$ cat src/rtl/zuc_nlf_pkg.sv
// ZUC nonlinear function F: shared state encodings, S-box tables and linear transforms.
// Used by zuc_nlf (optional pipelining via ZUC_NLF_PIPE_EN) and zuc_nlf_sbox32.
package zuc_nlf_pkg;

   localparam logic [1:0] ST_IDLE = 2'd0;
   localparam logic [1:0] ST_SBOX = 2'd1;
   localparam logic [1:0] ST_HOLD = 2'd2;

   // S0 table, entry 0 first
   localparam logic [0:255][7:0] S0_TAB = {
      8'h3e,8'h72,8'h5b,8'h47,8'hca,8'he0,8'h00,8'h33,8'h04,8'hd1,8'h54,8'h98,8'h09,8'hb9,8'h6d,8'hcb,
      8'h7b,8'h1b,8'hf9,8'h32,8'haf,8'h9d,8'h6a,8'ha5,8'hb8,8'h2d,8'hfc,8'h1d,8'h08,8'h53,8'h03,8'h90,
      8'h4d,8'h4e,8'h84,8'h99,8'he4,8'hce,8'hd9,8'h91,8'hdd,8'hb6,8'h85,8'h48,8'h8b,8'h29,8'h6e,8'hac,
      8'hcd,8'hc1,8'hf8,8'h1e,8'h73,8'h43,8'h69,8'hc6,8'hb5,8'hbd,8'hfd,8'h39,8'h63,8'h20,8'hd4,8'h38,
      8'h76,8'h7d,8'hb2,8'ha7,8'hcf,8'hed,8'h57,8'hc5,8'hf3,8'h2c,8'hbb,8'h14,8'h21,8'h06,8'h55,8'h9b,
      8'he3,8'hef,8'h5e,8'h31,8'h4f,8'h7f,8'h5a,8'ha4,8'h0d,8'h82,8'h51,8'h49,8'h5f,8'hba,8'h58,8'h1c,
      8'h4a,8'h16,8'hd5,8'h17,8'ha8,8'h92,8'h24,8'h1f,8'h8c,8'hff,8'hd8,8'hae,8'h2e,8'h01,8'hd3,8'had,
      8'h3b,8'h4b,8'hda,8'h46,8'heb,8'hc9,8'hde,8'h9a,8'h8f,8'h87,8'hd7,8'h3a,8'h80,8'h6f,8'h2f,8'hc8,
      8'hb1,8'hb4,8'h37,8'hf7,8'h0a,8'h22,8'h13,8'h28,8'h7c,8'hcc,8'h3c,8'h89,8'hc7,8'hc3,8'h96,8'h56,
      8'h07,8'hbf,8'h7e,8'hf0,8'h0b,8'h2b,8'h97,8'h52,8'h35,8'h41,8'h79,8'h61,8'ha6,8'h4c,8'h10,8'hfe,
      8'hbc,8'h26,8'h95,8'h88,8'h8a,8'hb0,8'ha3,8'hfb,8'hc0,8'h18,8'h94,8'hf2,8'he1,8'he5,8'he9,8'h5d,
      8'hd0,8'hdc,8'h11,8'h66,8'h64,8'h5c,8'hec,8'h59,8'h42,8'h75,8'h12,8'hf5,8'h74,8'h9c,8'haa,8'h23,
      8'h0e,8'h86,8'hab,8'hbe,8'h2a,8'h02,8'he7,8'h67,8'he6,8'h44,8'ha2,8'h6c,8'hc2,8'h93,8'h9f,8'hf1,
      8'hf6,8'hfa,8'h36,8'hd2,8'h50,8'h68,8'h9e,8'h62,8'h71,8'h15,8'h3d,8'hd6,8'h40,8'hc4,8'he2,8'h0f,
      8'h8e,8'h83,8'h77,8'h6b,8'h25,8'h05,8'h3f,8'h0c,8'h30,8'hea,8'h70,8'hb7,8'ha1,8'he8,8'ha9,8'h65,
      8'h8d,8'h27,8'h1a,8'hdb,8'h81,8'hb3,8'ha0,8'hf4,8'h45,8'h7a,8'h19,8'hdf,8'hee,8'h78,8'h34,8'h60};

   // S1 table, entry 0 first
   localparam logic [0:255][7:0] S1_TAB = {
      8'h55,8'hc2,8'h63,8'h71,8'h3b,8'hc8,8'h47,8'h86,8'h9f,8'h3c,8'hda,8'h5b,8'h29,8'haa,8'hfd,8'h77,
      8'h8c,8'hc5,8'h94,8'h0c,8'ha6,8'h1a,8'h13,8'h00,8'he3,8'ha8,8'h16,8'h72,8'h40,8'hf9,8'hf8,8'h42,
      8'h44,8'h26,8'h68,8'h96,8'h81,8'hd9,8'h45,8'h3e,8'h10,8'h76,8'hc6,8'ha7,8'h8b,8'h39,8'h43,8'he1,
      8'h3a,8'hb5,8'h56,8'h2a,8'hc0,8'h6d,8'hb3,8'h05,8'h22,8'h66,8'hbf,8'hdc,8'h0b,8'hfa,8'h62,8'h48,
      8'hdd,8'h20,8'h11,8'h06,8'h36,8'hc9,8'hc1,8'hcf,8'hf6,8'h27,8'h52,8'hbb,8'h69,8'hf5,8'hd4,8'h87,
      8'h7f,8'h84,8'h4c,8'hd2,8'h9c,8'h57,8'ha4,8'hbc,8'h4f,8'h9a,8'hdf,8'hfe,8'hd6,8'h8d,8'h7a,8'heb,
      8'h2b,8'h53,8'hd8,8'h5c,8'ha1,8'h14,8'h17,8'hfb,8'h23,8'hd5,8'h7d,8'h30,8'h67,8'h73,8'h08,8'h09,
      8'hee,8'hb7,8'h70,8'h3f,8'h61,8'hb2,8'h19,8'h8e,8'h4e,8'he5,8'h4b,8'h93,8'h8f,8'h5d,8'hdb,8'ha9,
      8'had,8'hf1,8'hae,8'h2e,8'hcb,8'h0d,8'hfc,8'hf4,8'h2d,8'h46,8'h6e,8'h1d,8'h97,8'he8,8'hd1,8'he9,
      8'h4d,8'h37,8'ha5,8'h75,8'h5e,8'h83,8'h9e,8'hab,8'h82,8'h9d,8'hb9,8'h1c,8'he0,8'hcd,8'h49,8'h89,
      8'h01,8'hb6,8'hbd,8'h58,8'h24,8'ha2,8'h5f,8'h38,8'h78,8'h99,8'h15,8'h90,8'h50,8'hb8,8'h95,8'he4,
      8'hd0,8'h91,8'hc7,8'hce,8'hed,8'h0f,8'hb4,8'h6f,8'ha0,8'hcc,8'hf0,8'h02,8'h4a,8'h79,8'hc3,8'hde,
      8'ha3,8'hef,8'hea,8'h51,8'he6,8'h6b,8'h18,8'hec,8'h1b,8'h2c,8'h80,8'hf7,8'h74,8'he7,8'hff,8'h21,
      8'h5a,8'h6a,8'h54,8'h1e,8'h41,8'h31,8'h92,8'h35,8'hc4,8'h33,8'h07,8'h0a,8'hba,8'h7e,8'h0e,8'h34,
      8'h88,8'hb1,8'h98,8'h7c,8'hf3,8'h3d,8'h60,8'h6c,8'h7b,8'hca,8'hd3,8'h1f,8'h32,8'h65,8'h04,8'h28,
      8'h64,8'hbe,8'h85,8'h9b,8'h2f,8'h59,8'h8a,8'hd7,8'hb0,8'h25,8'hac,8'haf,8'h12,8'h03,8'he2,8'hf2};

   function automatic logic [7:0] zuc_s0(input logic [7:0] b);
      return S0_TAB[b];
   endfunction

   function automatic logic [7:0] zuc_s1(input logic [7:0] b);
      return S1_TAB[b];
   endfunction

   function automatic logic [31:0] rotl32(input logic [31:0] x, input int unsigned n);
      return (x << n) | (x >> (32 - n));
   endfunction

   function automatic logic [31:0] zuc_l1(input logic [31:0] x);
      return x ^ rotl32(x, 2) ^ rotl32(x, 10) ^ rotl32(x, 18) ^ rotl32(x, 24);
   endfunction

   function automatic logic [31:0] zuc_l2(input logic [31:0] x);
      return x ^ rotl32(x, 8) ^ rotl32(x, 14) ^ rotl32(x, 22) ^ rotl32(x, 30);
   endfunction

endpackage

$ cat src/rtl/zuc_nlf_sbox32.sv
// 32-bit ZUC S-box layer: S0 on bytes 3 and 1, S1 on bytes 2 and 0.
module zuc_nlf_sbox32
   import zuc_nlf_pkg::*;
(
   input  logic [31:0] x,
   output logic [31:0] y
);

   // one table lookup per byte lane, odd lanes use S0
   for (genvar i = 0; i < 4; i++) begin : g_byte
      if (i % 2 == 1) begin : g_s0
         assign y[8*i +: 8] = zuc_s0(x[8*i +: 8]);
      end else begin : g_s1
         assign y[8*i +: 8] = zuc_s1(x[8*i +: 8]);
      end
   end

endmodule

$ cat src/rtl/zuc_nlf.sv
// ZUC nonlinear function F with memory cells R1/R2 and a valid/ready handshake.
// ZUC_NLF_PIPE_EN: register W/L1/L2 at accept and run the S-box layer plus
// R1/R2 write in a following SBOX cycle (2-cycle latency, 1 word per 2 cycles).
module zuc_nlf
   import zuc_nlf_pkg::*;
#(
   parameter int W_WIDTH = 32
) (
   input  logic               clk,
   input  logic               rst,
   input  logic               init,
   input  logic               in_valid,
   output logic               in_ready,
   input  logic [W_WIDTH-1:0] x0,
   input  logic [W_WIDTH-1:0] x1,
   input  logic [W_WIDTH-1:0] x2,
   output logic               out_valid,
   input  logic               out_ready,
   output logic [W_WIDTH-1:0] w
);

   localparam int H = W_WIDTH / 2;

   logic [1:0]         state;
   logic [W_WIDTH-1:0] r1, r2;
   logic [W_WIDTH-1:0] w_nxt, w1, w2, l1_out, l2_out;
   logic [W_WIDTH-1:0] s1_in, s2_in, s1_out, s2_out;
   logic               accept;

   // init blocks acceptance so it always wins over a handshake
   assign in_ready  = !rst && !init &&
                      ((state == ST_IDLE) || ((state == ST_HOLD) && out_ready));
   assign accept    = in_valid && in_ready;
   assign out_valid = (state == ST_HOLD);

   // F arithmetic on the current R1/R2 plus the linear layers
   always_comb begin
      w_nxt  = (x0 ^ r1) + r2;
      w1     = r1 + x1;
      w2     = r2 ^ x2;
      l1_out = zuc_l1({w1[H-1:0], w2[W_WIDTH-1:H]});
      l2_out = zuc_l2({w2[H-1:0], w1[W_WIDTH-1:H]});
   end

`ifdef ZUC_NLF_PIPE_EN
   logic [W_WIDTH-1:0] l1_q, l2_q;

   // capture linear-layer outputs for the S-box cycle
   always_ff @(posedge clk or posedge rst) begin
      if (rst) begin
         l1_q <= '0;
         l2_q <= '0;
      end else if (accept) begin
         l1_q <= l1_out;
         l2_q <= l2_out;
      end
   end

   assign s1_in = l1_q;
   assign s2_in = l2_q;
`else
   assign s1_in = l1_out;
   assign s2_in = l2_out;
`endif

   zuc_nlf_sbox32 u_sbox_r1 (.x(s1_in), .y(s1_out));
   zuc_nlf_sbox32 u_sbox_r2 (.x(s2_in), .y(s2_out));

   // FSM, R-cells and output word; w only moves on accept so it holds under stall
   always_ff @(posedge clk or posedge rst) begin
      if (rst) begin
         state <= ST_IDLE;
         r1    <= '0;
         r2    <= '0;
         w     <= '0;
      end else if (init) begin
         state <= ST_IDLE;
         r1    <= '0;
         r2    <= '0;
      end else begin
         case (state)
`ifdef ZUC_NLF_PIPE_EN
            ST_SBOX: begin
               r1    <= s1_out;
               r2    <= s2_out;
               state <= ST_HOLD;
            end
`endif
            default: begin
               if (accept) begin
                  w     <= w_nxt;
`ifdef ZUC_NLF_PIPE_EN
                  state <= ST_SBOX;
`else
                  r1    <= s1_out;
                  r2    <= s2_out;
                  state <= ST_HOLD;
`endif
               end else if ((state == ST_HOLD) && out_ready) begin
                  state <= ST_IDLE;
               end
            end
         endcase
      end
   end

endmodule
$ cat config.mk
export PLATFORM = sky130hd
export DESIGN_NAME = zuc_nlf
export DESIGN_NICKNAME = d
export VERILOG_FILES = /design/src/rtl/zuc_nlf_pkg.sv /design/src/rtl/zuc_nlf_sbox32.sv /design/src/rtl/zuc_nlf.sv
export SDC_FILE = /design/constraint.sdc
export NUM_CORES = 2
export LEC_CHECK = 0
export BUFFER_PORTS_ARGS = -buffer_cell sky130_fd_sc_hd__buf_2
export CAP_MARGIN = 20
export CELL_PAD_IN_SITES_DETAIL_PLACEMENT = 1
export CELL_PAD_IN_SITES_GLOBAL_PLACEMENT = 1
export CORE_UTILIZATION = 30
export CTS_BUF_LIST = sky130_fd_sc_hd__clkbuf_4
export DETAILED_ROUTE_END_ITERATION = 16
export PLACE_DENSITY_LB_ADDON = 0.1
export SYNTH_ARGS = -nofsm -noshare
export SYNTH_HDL_FRONTEND = slang
export SYNTH_HIERARCHICAL = 1
export SYNTH_SLANG_ARGS = --single-unit
export TNS_END_PERCENT = 5
$ cat constraint.sdc
create_clock -name clk -period 10.6 [get_ports clk]
set_input_delay 0.53 -clock clk [delete_from_list [all_inputs] [get_ports clk]]
set_output_delay 0.53 -clock clk [all_outputs]
set_load 0.02 [all_outputs]
==> metrics.txt <==
DP HPWL=145,000 um; maximum operating frequency=138 MHz; placement row count=128; clock skew=0.0602 ns; Routability Congestion=0.972; H-tree levels=3; Die Ht=352 um; wirelength, routed=205,000 um; Yosys cell types=109; r2r worst-path depth=22; layout cells sized above 1=9.87%; largest net degree at the start of global routing=130; Chip Width=352 um; Synth Area in Compound Gates=38.4%; fin nets=5,454; Initial Util=30.3%; Hold Path Class=in2reg; CTS sink cnt=97; synth warn=6; final setup vio count=0; DR WL/cell=30.1 um; post-synthesis cell count=5,505; Core ar.=122,000 sq um; maxcap violations=0; CTS tree=done; DR pass1 iterations=8; All-Layer GR Usage=31.4%; relative slew slack=23.1%; crit start category=flip-flop; CP Data Arrival Time=7.90 ns; Final Util=31.5%; Synth Area in XOR/XNOR=8.03%; CTS clk-pin slew, worst paths=0.17 ns; DRC=0; initial DRC count=6,075; Syn Nets=5,798; Reg area=2430 sq um; area occupied by multi-input gates=31,700 sq um; Syn Area/Cell=6.69 sq um; die area=124,000 sq um; number of synthesized flops with an enable pin=0; Fin. Hold Viols=0; sequential area share after synthesis=6.59%; DRT antenna net count=0; Primary FF master, synth=dfrtp_1; hold path cells=3; Final Cycle Share=68.2%; post-synthesis register bit count=97; WP data required=11.27 ns; post-CTS setup buffers=0; Max Buffers Root-to-Sink=2; Post-Synth Simple-Gate Area=26.3%; Tmin final=7.22 ns; TNS Setup=0 ns; Via Count=45,200; number of I/O port buffers=134; multiplexer share of the synthesized area=5.56%; FFs w/ async S/R, synth=100%; Filler cells=15,200; status=complete, no violations; largest family of logic cells by synthesized area=compound AO/OA/AOI/OAI gates; total CTS buffers=9; fin. max-slew vios=0; post-synthesis adder-cell area fraction=6.56%; io pins=135; RSZ-0062 raised after global routing=false; remaining global-route overflow=0; worst-path maximum fanout=28; vias per cell=6.64; Clock Latency Late Sink=0.77 ns; global-route wire length before repair=302,000 um; initial antenna violation count=21; PostCTS Resize Cnt=0; area delta synth->final=3.91%; Worst-Margin Slew=1.15 ns; CP Class=reg2reg; endpoint type of the worst setup path=flip-flop; CTS root buffer=clkbuf_4; vias in the first global route=43,100; Mapped Area=36,800 sq um
-- synthesized netlist by cell type (all sizes together) (48+ instances only) --
| master | instances | area [sq um] |
|---|---|---|
| o21ai | 511 | 2560 |
| nor2 | 374 | 1410 |
| nand3b | 89 | 668 |
| xnor2 | 214 | 1900 |
| inv | 102 | 383 |
| nand3 | 164 | 826 |
| clkbuf | 269 | 1010 |
| a21o | 48 | 360 |
| mux4 | 60 | 1350 |
| mux2i | 48 | 493 |
| nor2b | 128 | 801 |
| and2 | 60 | 380 |
| o22ai | 52 | 325 |
| a311oi | 84 | 736 |
| nand2b | 204 | 1280 |
| a21oi | 431 | 2160 |
| o211ai | 102 | 785 |
| o31ai | 65 | 502 |
| ha | 190 | 2380 |
| a211oi | 149 | 1130 |
| xor2 | 98 | 873 |
| o311ai | 60 | 533 |
| nand2 | 577 | 2170 |
| nor3 | 165 | 851 |
| dfrtp | 97 | 2430 |
| a31oi | 139 | 885 |
| buf | 333 | 1750 |
-- stage by stage --
step	instances	hold slack, ns	instance area (sq um)	setup slack, ns
floorplan	5505	0.522	36800	4.71
global placement	6773	0.453	38100	3.47
detailed placement	6773	0.455	38100	3.39
CTS	6790	0.00350	38200	3.46
global route	6802	0.0564	38300	2.94
finish	6805	0.0754	38300	3.38
-- cells by family (layout without fill, tap and decap cells) --
| family | Yosys count | count (layout) |
|---|---|---|
| AOI/OAI and AO/OA | 2108 | 2108 |
| and+or+nand+nor | 1950 | 1950 |
| buffers and inverters | 712 | 373 |
| xor gates and xnor gates | 320 | 320 |
| adders and majority gates | 192 | 192 |
| muxes | 126 | 126 |
| DFF | 97 | 97 |
| other | 0 | 14 |
-- path summary, 6_finish.rpt --
check                            to  startpoint  slack, ns
max in group asynchronous    r1[21]         rst       8.97
max reg2reg                   r1[6]       r1[0]       3.38
min reg2reg                   w[19]       w[19]       0.49
max                           r1[6]       r1[0]       3.38
min                        state[1]   out_ready       0.08
min in group asynchronous     r1[5]         rst       0.36
-- registers in the layout, indices dropped and copies added (netlist names) --
| signal | flops |
|---|---|
| state | 1 |
| r1 | 32 |
| w | 32 |
| r2 | 32 |
-- worst max-delay path, cell delays in order, from the launching register on --
cell and delay, ns:
dfrtp_1 0.53, ha_1 0.26, inv_1 0.06, fa_1 0.39, nand2b_1 0.19, a21oi_2 0.21, o211ai_2 0.21, o21a_2 0.28
nor2_2 0.23, xor2_1 0.64, xor2_1 0.61, xnor2_2 0.15, buf_4 0.27, inv_1 0.27, ha_1 0.98, nand2_1 0.43
o21ai_0 0.18, o2111ai_1 0.13, a31oi_1 0.35, o21ai_0 0.16, a211oi_1 0.41, nand2_1 0.10, nand2_1 0.08
-- cell type report --
type	instances	share of cell area, %
multi-input combinational	4696	82.8
sequential	97	6.34
tap	1625	5.31
timing repair buffer	247	4.09
inverter	110	1.09
clock buffer	9	0.176
clock inverter	7	0.141
antenna	14	0.0915
-- per-layer routing --
metal	wire (um)	GRT usage [%]	vias to the layer above
met5	154	0	-
met4	7230	10.6	22
met3	17300	4.53	413
met2	88800	47.5	2475
met1	91100	45.2	22400
li1	-	-	19900
-- cells in the final DEF, fill, tap and decap left out, types with 95 or more instances in the layout --
master    synthesis  layout
o21ai_0         498     498
xor2_1           96      96
a31oi_1         138     138
ha_1            190     190
xnor2_1         210     155
buf_4            22     109
nor3_1          160     160
nand2b_1        202     202
dfrtp_1          97      97
buf_2           261     134
a211oi_1        148     148
a21oi_1         429     429
o211ai_1        100     100
inv_1            96      95
nor2_1          371     371
nor2b_1         128     128
nand3_1         163     163
nand2_1         577     576
-- repair_timing --
| action | in CTS | in global routing |
|---|---|---|
| endpoints found under the setup margin | 0 | 0 |
| endpoints found under the hold margin | 47 | 0 |
| hold buffers | 1 | 0 |
Power is left out: the tool's default activity adds up to more than one toggle a clock period on the data nets, which glitch-free logic cannot reach.
